[config.mk]
export PLATFORM = sky130hd
export DESIGN_NAME = code_lock_sender_flat
export DESIGN_NICKNAME = d
export VERILOG_FILES = /design/src/rtl/code_lock_sender_pkg.sv /design/src/rtl/code_lock_sender_if.sv /design/src/rtl/code_lock_sender_timer.sv /design/src/rtl/code_lock_sender.sv /design/src/flat_wrapper.sv
export SDC_FILE = /design/constraint.sdc
export NUM_CORES = 1
export LEC_CHECK = 0
export CORE_UTILIZATION = 53
export DETAILED_ROUTE_END_ITERATION = 12
export PLACE_DENSITY_LB_ADDON = 0.15
export SLEW_MARGIN = 10
export SYNTH_ARGS = -nofsm -noshare
export SYNTH_HDL_FRONTEND = slang
export SYNTH_SLANG_ARGS = --single-unit
[constraint.sdc]
create_clock -name clk -period 4.2 [get_ports clk]
set_clock_uncertainty 0.15 [all_clocks]
set_input_delay 0.84 -clock clk [delete_from_list [all_inputs] [get_ports clk]]
set_output_delay 0.84 -clock clk [all_outputs]
set_load 0.005 [all_outputs]
[src/rtl/code_lock_sender_pkg.sv]
// Shared definitions for the code-lock sender: FSM state encoding,
// the attempt counter width and the default code width shared with the lock.
package code_lock_pkg;

  localparam int ATTEMPT_W  = 8;
  localparam int CODE_W_DEF = 3;

  typedef enum logic [2:0] {
    ST_IDLE    = 3'd0,
    ST_CLEAR   = 3'd1,
    ST_PRESENT = 3'd2,
    ST_WAIT    = 3'd3,
    ST_REPORT  = 3'd4
  } state_e;

  // Larger of two integers, used to size the shared phase timer.
  function automatic int max_int(input int a, input int b);
    return (a > b) ? a : b;
  endfunction

endpackage

[src/rtl/code_lock_sender_if.sv]
// Bus between an attempt requester / lock macro and the code-lock sender.
// Optional macro CODE_LOCK_SENDER_SCAN_EN adds last_code_o.
//
// Handshake: an attempt is accepted on the rising clock edge where
// start_i=1 and ready_o=1; code_i is sampled on that same edge. start_i
// seen while ready_o=0 is dropped, never queued. done_o pulses for one
// cycle when the attempt ends; pass_o is valid from that cycle and stays
// stable until the next accepted start.
interface code_lock_sender_if
  import code_lock_pkg::*;
#(
  parameter int CODE_W = CODE_W_DEF
);
  logic                 start_i;
  logic [CODE_W-1:0]    code_i;
  logic                 ready_o;
  logic                 clear_o;
  logic [CODE_W-1:0]    code_o;
  logic                 unlocked_i;
  logic                 done_o;
  logic                 pass_o;
  logic [ATTEMPT_W-1:0] attempts_o;
`ifdef CODE_LOCK_SENDER_SCAN_EN
  logic [CODE_W-1:0]    last_code_o;

  modport slave (
    input  start_i, code_i, unlocked_i,
    output ready_o, clear_o, code_o, done_o, pass_o, attempts_o, last_code_o
  );
  modport master (
    output start_i, code_i, unlocked_i,
    input  ready_o, clear_o, code_o, done_o, pass_o, attempts_o, last_code_o
  );
`else
  modport slave (
    input  start_i, code_i, unlocked_i,
    output ready_o, clear_o, code_o, done_o, pass_o, attempts_o
  );
  modport master (
    output start_i, code_i, unlocked_i,
    input  ready_o, clear_o, code_o, done_o, pass_o, attempts_o
  );
`endif
endinterface

[src/rtl/code_lock_sender_timer.sv]
// Loadable up-counter with a terminal-count flag; reused for the
// code-hold phase and the response window of the code-lock sender.
module code_lock_timer #(
  parameter int W = 5
) (
  input  logic         clk,
  input  logic         rst,
  input  logic         load_i,
  input  logic         en_i,
  input  logic [W-1:0] term_i,
  output logic         tc_o
);

  logic [W-1:0] count_q;

  // Load to zero has priority over counting.
  always_ff @(posedge clk) begin
    if (rst)         count_q <= '0;
    else if (load_i) count_q <= '0;
    else if (en_i)   count_q <= count_q + 1'b1;
  end

  assign tc_o = (count_q == term_i);

endmodule

[src/rtl/code_lock_sender.sv]
// Code-lock sender: clears the lock, presents a code for HOLD_CYC cycles,
// then waits up to TIMEOUT_CYC cycles for the unlocked status.
// Optional macro CODE_LOCK_SENDER_SCAN_EN: on a fail, try the next code
// (mod 2^CODE_W) until a pass or every code has been tried.
module code_lock_sender
  import code_lock_pkg::*;
#(
  parameter int CODE_W      = CODE_W_DEF,
  parameter int HOLD_CYC    = 4,
  parameter int TIMEOUT_CYC = 16
) (
  input  logic                 clk,
  input  logic                 rst,
  code_lock_sender_if.slave    bus,
  output state_e               state_o
);

  localparam int TMR_W = $clog2(max_int(HOLD_CYC, TIMEOUT_CYC) + 1);
  localparam logic [TMR_W-1:0] HOLD_TERM = TMR_W'(HOLD_CYC - 1);
  localparam logic [TMR_W-1:0] WAIT_TERM = TMR_W'(TIMEOUT_CYC - 1);

  state_e               state_q;
  logic                 ready_q;
  logic                 clear_q;
  logic [CODE_W-1:0]    code_out_q;
  logic [CODE_W-1:0]    code_q;
  logic                 done_q;
  logic                 pass_q;
  logic [ATTEMPT_W-1:0] attempts_q;
`ifdef CODE_LOCK_SENDER_SCAN_EN
  logic [CODE_W-1:0]    tries_q;
  logic [CODE_W-1:0]    last_q;
`endif

  logic             tmr_load_d;
  logic             tmr_en_d;
  logic [TMR_W-1:0] tmr_term_d;
  logic             tmr_tc;

  // Timer control: held at zero outside the timed phases, reloaded when
  // the hold phase ends so the response window starts from zero.
  always_comb begin
    tmr_load_d = 1'b0;
    tmr_en_d   = 1'b0;
    tmr_term_d = WAIT_TERM;
    case (state_q)
      ST_IDLE, ST_CLEAR: tmr_load_d = 1'b1;
      ST_PRESENT: begin
        tmr_term_d = HOLD_TERM;
        tmr_en_d   = 1'b1;
        tmr_load_d = tmr_tc;
      end
      ST_WAIT: tmr_en_d = 1'b1;
      default: ;
    endcase
  end

  code_lock_timer #(.W(TMR_W)) u_timer (
    .clk    (clk),
    .rst    (rst),
    .load_i (tmr_load_d),
    .en_i   (tmr_en_d),
    .term_i (tmr_term_d),
    .tc_o   (tmr_tc)
  );

  // Attempt sequencer; every output is a register updated alongside the state.
  always_ff @(posedge clk) begin
    if (rst) begin
      state_q    <= ST_IDLE;
      ready_q    <= 1'b1;
      clear_q    <= 1'b0;
      code_out_q <= '0;
      code_q     <= '0;
      done_q     <= 1'b0;
      pass_q     <= 1'b0;
      attempts_q <= '0;
`ifdef CODE_LOCK_SENDER_SCAN_EN
      tries_q    <= '0;
      last_q     <= '0;
`endif
    end else begin
      clear_q <= 1'b0;
      done_q  <= 1'b0;
      case (state_q)
        ST_IDLE: begin
          if (bus.start_i) begin
            code_q     <= bus.code_i;
            pass_q     <= 1'b0;
            ready_q    <= 1'b0;
            clear_q    <= 1'b1;
            code_out_q <= '0;
            state_q    <= ST_CLEAR;
`ifdef CODE_LOCK_SENDER_SCAN_EN
            tries_q    <= '0;
`endif
          end
        end
        ST_CLEAR: begin
          code_out_q <= code_q;
          state_q    <= ST_PRESENT;
        end
        // unlocked_i is stale while the lock is still settling on the code.
        ST_PRESENT: begin
          if (tmr_tc) state_q <= ST_WAIT;
        end
        // A late unlock in the last window cycle still counts as a pass.
        ST_WAIT: begin
          if (bus.unlocked_i || tmr_tc) begin
            if (attempts_q != '1) attempts_q <= attempts_q + 1'b1;
`ifdef CODE_LOCK_SENDER_SCAN_EN
            last_q <= code_q;
            if (bus.unlocked_i || (tries_q == '1)) begin
              pass_q  <= bus.unlocked_i;
              done_q  <= 1'b1;
              state_q <= ST_REPORT;
            end else begin
              code_q     <= code_q + 1'b1;
              tries_q    <= tries_q + 1'b1;
              clear_q    <= 1'b1;
              code_out_q <= '0;
              state_q    <= ST_CLEAR;
            end
`else
            pass_q  <= bus.unlocked_i;
            done_q  <= 1'b1;
            state_q <= ST_REPORT;
`endif
          end
        end
        ST_REPORT: begin
          code_out_q <= '0;
          ready_q    <= 1'b1;
          state_q    <= ST_IDLE;
        end
        default: state_q <= ST_IDLE;
      endcase
    end
  end

  assign bus.ready_o    = ready_q;
  assign bus.clear_o    = clear_q;
  assign bus.code_o     = code_out_q;
  assign bus.done_o     = done_q;
  assign bus.pass_o     = pass_q;
  assign bus.attempts_o = attempts_q;
`ifdef CODE_LOCK_SENDER_SCAN_EN
  assign bus.last_code_o = last_q;
`endif
  assign state_o = state_q;

endmodule

[src/flat_wrapper.sv]
// flat-port wrapper written by rule: the top's interface ports become plain ports
module code_lock_sender_flat import code_lock_pkg::*;
#(
  parameter int CODE_W      = CODE_W_DEF,
  parameter int HOLD_CYC    = 4,
  parameter int TIMEOUT_CYC = 16
)
  (clk, rst, state_o, bus_start_i, bus_code_i, bus_unlocked_i, bus_ready_o, bus_clear_o, bus_code_o, bus_done_o, bus_pass_o, bus_attempts_o);
  code_lock_sender_if #(.CODE_W(CODE_W)) bus_i ();
  input  logic clk;
  input  logic rst;
  output state_e state_o;
  input wire logic [$bits(bus_i.start_i)-1:0] bus_start_i;
  input wire logic [$bits(bus_i.code_i)-1:0] bus_code_i;
  input wire logic [$bits(bus_i.unlocked_i)-1:0] bus_unlocked_i;
  output wire logic [$bits(bus_i.ready_o)-1:0] bus_ready_o;
  output wire logic [$bits(bus_i.clear_o)-1:0] bus_clear_o;
  output wire logic [$bits(bus_i.code_o)-1:0] bus_code_o;
  output wire logic [$bits(bus_i.done_o)-1:0] bus_done_o;
  output wire logic [$bits(bus_i.pass_o)-1:0] bus_pass_o;
  output wire logic [$bits(bus_i.attempts_o)-1:0] bus_attempts_o;
  assign bus_i.start_i = bus_start_i;
  assign bus_i.code_i = bus_code_i;
  assign bus_i.unlocked_i = bus_unlocked_i;
  assign bus_ready_o = bus_i.ready_o;
  assign bus_clear_o = bus_i.clear_o;
  assign bus_code_o = bus_i.code_o;
  assign bus_done_o = bus_i.done_o;
  assign bus_pass_o = bus_i.pass_o;
  assign bus_attempts_o = bus_i.attempts_o;
  code_lock_sender #(.CODE_W(CODE_W), .HOLD_CYC(HOLD_CYC), .TIMEOUT_CYC(TIMEOUT_CYC)) u_core (.clk(clk), .rst(rst), .bus(bus_i), .state_o(state_o));
endmodule
Yosys cells after proc, flatten, opt, wreduce, memory -nomap -nowiden. Cells that the tools add are included.

Flip-flop bits (word level): 26. Bits in latches: 0. Bits in writable memories: 0. Bits in read-only memories: 0. Input bits: 7. Output and inout port bits: 18. Logic and storage cells: 53. Memories: 0.

Add/sub/neg operators: 2. Multiply operators: 0. Divide/modulo/power cells: 0. Magnitude comparators: 0. Eq/ne operators: 9. Shift-type cells: 0. Multiplexer cells: 15. Bitwise gates (word level): 2. Reduce and logical (&&, ||, !) cells: 16.

Operator list (count): $mux W3 (4); $pmux W3 S4 (1); $reduce_or A2 Y1 (5); $pmux W3 S3 (1); $reduce_and A3 Y1 (3); $add A8 B1 Y8 const B (1); $ne A8 B8 Y1 const B (1); $eq A3 B2 Y1 const B (2); $pmux W1 S2 (3); $reduce_and A2 Y1 (3); $add A5 B1 Y5 const B (1); $eq A5 B5 Y1 (1); $mux W1 (5); $mux W4 (1); $ne A2 B1 Y1 const B (2); $reduce_bool A2 Y1 (2); $eq A3 B1 Y1 const B (1); $eq A3 B3 Y1 const B (1); $logic_not A3 Y1 (1); $reduce_bool A3 Y1 (1); $ne A2 B2 Y1 const B (1); $not A1 Y1 (2); $logic_or A1 B1 Y1 (1).

Longest topological paths before layout. Gate-level depths: netlist (run 1).

Word-level depth: 6. Gate-level depth with buffers: 6. Depth with buffers taken out: 5.

By module. Synthesis (run 1) repeated with hierarchy kept, for this count alone.

Cells, all modules: 135. Area total of the unflattened synthesis: 1243.7 µm².

By module, submodules not included: code_lock_sender (times used 1, cells each 109, area an instance 991.0 µm², sequential area each 420.4 µm²); code_lock_timer (times used 1, cells each 26, area an instance 252.7 µm², sequential area each 100.1 µm²).

Worst setup path after synthesis (run 1). Ideal clock, no wire load.

Path type: in2reg. From: input port bus_start_i. To: register u_core.pass_q (netlist: u_core.bus.pass_o). Setup time: 0.132 ns. Arrival: 1.670 ns. Required time: 3.918 ns. Path slack: 2.248 ns. Stages: 4. Buffers on the path: 0. Path through: or3b_2 > nor2_1 > nand3b_1 > a21oi_1.

Cells in the longest elaborated chain, start to end: 2.

Ends and longest elaborated chain: start: declaration (RTL line flat_wrapper.sv:13) `input wire logic [$bits(bus_i.start_i)-1:0] bus_start_i;`; $ne A2 B2 Y1 (no line); $reduce_and A3 Y1 (no line); end signal: assignment (RTL line code_lock_sender.sv:125) `pass_q <= bus.unlocked_i;`; end: declaration (RTL line code_lock_sender.sv:28) `logic pass_q;`.

No other way between the ends. A chain may end at the register's enable or synchronous reset.

Worst setup path after layout (run 1).
From: register u_core.state_q[2] (netlist: u_core.state_o[2]). To: output port state_o[2].

RTL lines: start: declaration (RTL line code_lock_sender.sv:22) `state_e state_q;`; start signal: assignment (RTL line code_lock_sender.sv:70) `state_q <= ST_IDLE;`; start signal: assignment (RTL line code_lock_sender.sv:93) `state_q <= ST_CLEAR;`; start signal: assignment (RTL line code_lock_sender.sv:101) `state_q <= ST_PRESENT;`; end: declaration (RTL line flat_wrapper.sv:12) `output state_e state_o;`.

No word-level cell between the ends.

==> metrics, run 1 <==
status complete, no violations; GRT Util Overall 22.9%; Crit path max-delay family flip-flops; min-delay worst type reg2reg; largest net degree at the start of global routing 26; die area 2390 um^2; YS warnings 0; GR Util met1 27.8%; DRT Pass-1 Iters 4; hold-fix buffers at CTS 0; core area 2020 um^2; Ant. Diodes 0; die extent in x 48.9 um; WHS 0.349 ns; critical path arrival 1.66 ns; DR iter-0 viols 47; Top Ports 25; num rows 16; routed wire length 2.47 mm; H-tree levels 1; Distinct cells, synth 35; Post-CTS Setup Bufs 0; setup tns final 0 ns; RSZ-0062 raised after global routing false; asr flop ratio synth 0%; syn nets 139; vias per cell 6.03; leak pwr 0.464 nW; # port buffers 24; Synth area leader dfxtp_1; antenna violations before repair 0; clock tree buffer depth 2; crit-path max cell delay 0.73 ns; Final Setup Violations 0; Slew @ Worst Pin 0.863 ns; Detail Route Antenna Nets 0; CTS Buf Count 3; largest cells by area after synthesis dfxtp_1, a21oi_1, nor2_1, nor4_1, or4_1; final number of hold-violating endpoints 0; fin crit period 2.65 ns; Post-CTS Resized 0; Congestion Overflow GR 0; Nets 160; CP required 3.21 ns; Clock Tree Root clkbuf_4; Max-cap violations 0; Max IR drop VDD 222 uV; FMAX 377 MHz; Remaining DRCs 0; Synth Flop Type dfxtp_1; number of synthesized flops with an enable pin 0; critical path class reg2out; fill count 158; fin crit share 63.1%; met3 Track Usage GR 3.12%; Max FO, Critical Path 18; Pwr Total 0.000487 W; PwrDens 333 nW/um^2; global-route wire length before repair 4.40 mm; GP Congestion 0.773; mapped cell area 1160 um^2; worst relative slew slack 42.3%; syn avg cell area 8.96 um^2; vias in the first global route 1039; Mapped Cells 130; GR Util met2 41.7%; Worst Path Buf+Inv 1; sequential area share after synthesis 44.7%; fraction of layout cells with a size suffix above 1 6.67%; Yosys reg bits 26; top-count cell post-synth dfxtp_1; WL/cell 13.9 um; sequential cell area 520 um^2; count of clock tree sinks 26; global route hottest layer met2; most instantiated cells after synthesis dfxtp_1, nor2_1, a21oi_1, nand2_1, nor4_1; CP endpoint kind primary output; post-DP HPWL 1.72 mm; Clk Latency, worst-skew pair 0.31 ns; Synth top area share 44.7%; Die Ht 48.9 um; Starting Density 57.6%; crit path launch type register; Syn-to-layout area delta 25.5%; Pins Over Slew Limit 0; worst-path cell chain clkdlybuf4s50_1; Worst-path clk slew 0.14 ns; CTS tree yes; Slowest-stage cell, CP dfxtp_1; Via Count 1068; Multi-input gate area 599 um^2
[sequential cells by signal, summed over array words and instances, names as in the netlist]
name                    count
u_core.bus.ready_o          1
u_core.bus.done_o           1
u_core.u_timer.count_q      5
u_core.bus.pass_o           1
u_core.state_o              3
u_core.bus.attempts_o       8
u_core.bus.clear_o          1
u_core.bus.code_o           3
u_core.code_q               3
[power breakdown]
group	total [W]	switching (W)	leakage (nW)	internal (W)
Clock	0.000170	0.0000735	0.0279	0.0000964
Combinational	0.0000512	0.0000246	0.225	0.0000266
Sequential	0.000266	0.0000111	0.211	0.000255
[final timing paths]
kind	start	end	slack, ns	cells past startpoint
max	u_core.state_o[2]	state_o[2]	1.55	1
min	u_core.code_q[0]	u_core.code_q[0]	0.35	2
max reg2reg	u_core.bus.attempts_o[0]	u_core.bus.attempts_o[5]	2.07	5
min reg2reg	u_core.code_q[0]	u_core.code_q[0]	0.35	2
[per-layer routing]
layer	vias to the layer above	routed length, um
li1	521	-
met4	0	12
met2	32	1210
met1	513	1160
met5	-	0
met3	2	90
[cell families (layout without fill, tap and decap cells)]
logic type	count (synthesis)	count (layout)	synth area share, %
and+or+nand+nor	53	53	25.5
AOI/OAI and AO/OA	32	32	19.2
DFF	26	26	44.7
buffers and inverters	12	32	4.40
xor gates and xnor gates	3	3	2.26
adders and majority gates	2	2	2.15
muxes	2	2	1.83
[area by class of cell]
class	count	area share (%)
clock inverters	1	2.05
multi-input cells	92	41.0
repair buffers	24	16.4
flip-flops and latches	26	35.6
inverters	4	1.03
well taps	27	2.31
clock buffers	3	1.54
[worst register-to-register path, stage by stage (launching register included)]
cell and delay, ns:
dfxtp_1 0.45, ha_1 0.24, inv_1 0.11, nor4_2 0.68, nor4_1 0.12, mux2_2 0.30
[cells in the final DEF (no fill, tap or decap), drive strengths merged, types with 4 or more instances in the layout]
master         count
nand2              9
inv                4
or4                5
nor2b              4
nor2              13
nand3              4
clkdlybuf4s50     24
a21oi             11
o31ai              4
o21ai              5
nor4               7
dfxtp             26
[through the flow]
| stage | util (%) | cells | area [um^2] | setup slack [ns] |
|---|---|---|---|---|
| 2_1_floorplan | - | 130 | 1160 | 2.25 |
| 3_5_place_dp | 69.4 | 173 | 1400 | 1.57 |
| 5_1_grt | 72.3 | 177 | 1460 | 1.44 |
| 3_3_place_gp | 69.4 | 173 | 1400 | 1.62 |
| 6_report | 72.3 | 177 | 1460 | 1.55 |
| 4_1_cts | 72.0 | 177 | 1460 | 1.53 |
No activity file was read; power rests on OpenSTA's default activity.
==> inputs of run 2 (changes only) <==
- CORE_UTILIZATION: 53 -> 44
- clock period: 4.2 -> 2.35 ns (I/O delays scaled with it)
==> metrics, run 2 (synthesis gave the netlist of run 1 again) <==
final number of hold-violating endpoints 0; Slowest-stage cell, CP dfxtp_1; Clock Tree Root clkbuf_4; CTS Buf Count 3; RR Endpoint u_core.bus.attempts_o[7]; die extent in x 53.5 um; Final Setup Violations 0; CTS tree yes; fin crit share 91.5%; critical path arrival 1.53 ns; routed wire length 2.41 mm; Nets 165; crit-path max cell delay 0.62 ns; hold-fix buffers at CTS 0; CP required 1.73 ns; H-tree levels 1; max reg flops 8; Post-CTS Setup Bufs 0; DRT Pass-1 Iters 4; fill count 237; Starting Density 46.6%; DR iter-0 viols 25; WHS 0.343 ns; antenna violations before repair 0; Clk Latency, worst-skew pair 0.32 ns; fraction of layout cells with a size suffix above 1 9.03%; Congestion Overflow GR 0; sequential power share 53.5%; min-delay worst type reg2reg; Top Ports 25; FF-to-FF path depth 5; worst setup path start u_core.state_o[0]; GP Congestion 0.783; count of clock tree sinks 26; # port buffers 24; RSZ-0062 raised after global routing false; Die Ht 53.5 um; Max-cap violations 0; most common cell after layout, fill and taps aside dfxtp_1; worst relative slew slack 70.4%; Comb pwr share 11.6%; clock tree buffer depth 2; Worst Path Buf+Inv 1; PwrDens 587 nW/um^2; Detail Route Antenna Nets 0; vias per cell 5.67; FMAX 465 MHz; global-route wire length before repair 3.78 mm; Syn-to-layout area delta 28.5%; WHS Endpoint u_core.code_q[0]; GRT Util Overall 18.2%; sw power 0.000198 W; placed instance area 1440 um^2; Post-CTS Resized 0; Crit path max-delay family flip-flops; Max FO, Critical Path 13; R2R Setup Slk 0.24 ns; Ant. Diodes 0; Max IR drop VDD 497 uV; commonest cells after routing, fill and taps aside dfxtp_1, clkdlybuf4s50_1, nor2_1; Worst-path clk slew 0.15 ns; largest net degree at the start of global routing 17; core area 2500 um^2; sequential cell area 520 um^2; final instance area 1500 um^2; fin crit period 2.15 ns; r2r startpoint u_core.u_timer.count_q[0]; critical path class reg2out; Slew @ Worst Pin 0.443 ns; Multi-input gate area 593 um^2; die area 2860 um^2; sw frac 22.5%; post-DP HPWL 1.72 mm; num rows 18; Internal 0.000681 W; hold depth 2; Remaining DRCs 0; worst-path cell chain clkdlybuf4s50_1; Pwr Total 0.000878 W; setup tns final 0 ns; crit path launch type register; CP endpoint kind primary output; Via Count 1049; HP Start u_core.code_q[0]; status complete, no violations; leak pwr 0.490 nW; vias in the first global route 874; clock share of power 34.9%; WL/cell 13.0 um; Pins Over Slew Limit 0
-- run 2: worst max path at each step --
stage / to / slack, ns / depth (start not counted)
floorplan: u_core.bus.attempts_o[7] / 0.53 / 5
global placement: u_core.bus.attempts_o[7] / 0.16 / 4
detailed placement: u_core.bus.attempts_o[7] / 0.12 / 4
CTS: state_o[0] / 0.19 / 1
global route: state_o[0] / 0.07 / 1
finish: state_o[0] / 0.20 / 1
-- run 2: area by class of cell --
type	instances	share of cell area, %
Timing Repair Buffer	29	18.6
Inverter	4	1.00
Tap cell	30	2.51
Clock buffer	3	1.51
Multi-Input combinational cell	92	39.6
Sequential cell	26	34.8
Clock inverter	1	2.01
-- run 2: layer usage --
layer,part of all wire [%],global-route usage (%),wire [um],vias to the layer above
met1,51,25.0,1230,493
met3,3.6,4.31,86,0
met5,0,0,0,-
met2,45,28.5,1090,23
met4,0,3.95,0,0
li1,-,-,-,533
-- run 2: per-stage QoR --
| stage | setup WS, ns | instances | util (%) |
|---|---|---|---|
| 4_1_cts | 0.190 | 185 | 59.9 |
| 6_report | 0.200 | 185 | 59.9 |
| 3_3_place_gp | 0.157 | 181 | 57.8 |
| 5_1_grt | 0.0741 | 185 | 59.9 |
| 3_5_place_dp | 0.119 | 181 | 57.8 |
| 2_1_floorplan | 0.526 | 130 | - |
-- run 2: power groups by stage --
stage                     Sequential (W)  Clock, W  Combinational, W
after detailed placement        0.000480         0          0.000102
after floorplan                 0.000475         0         0.0000605
after CTS                       0.000470  0.000319          0.000102
after global placement          0.000479         0         0.0000997
final                           0.000470  0.000306          0.000102
after global routing            0.000473  0.000340          0.000112
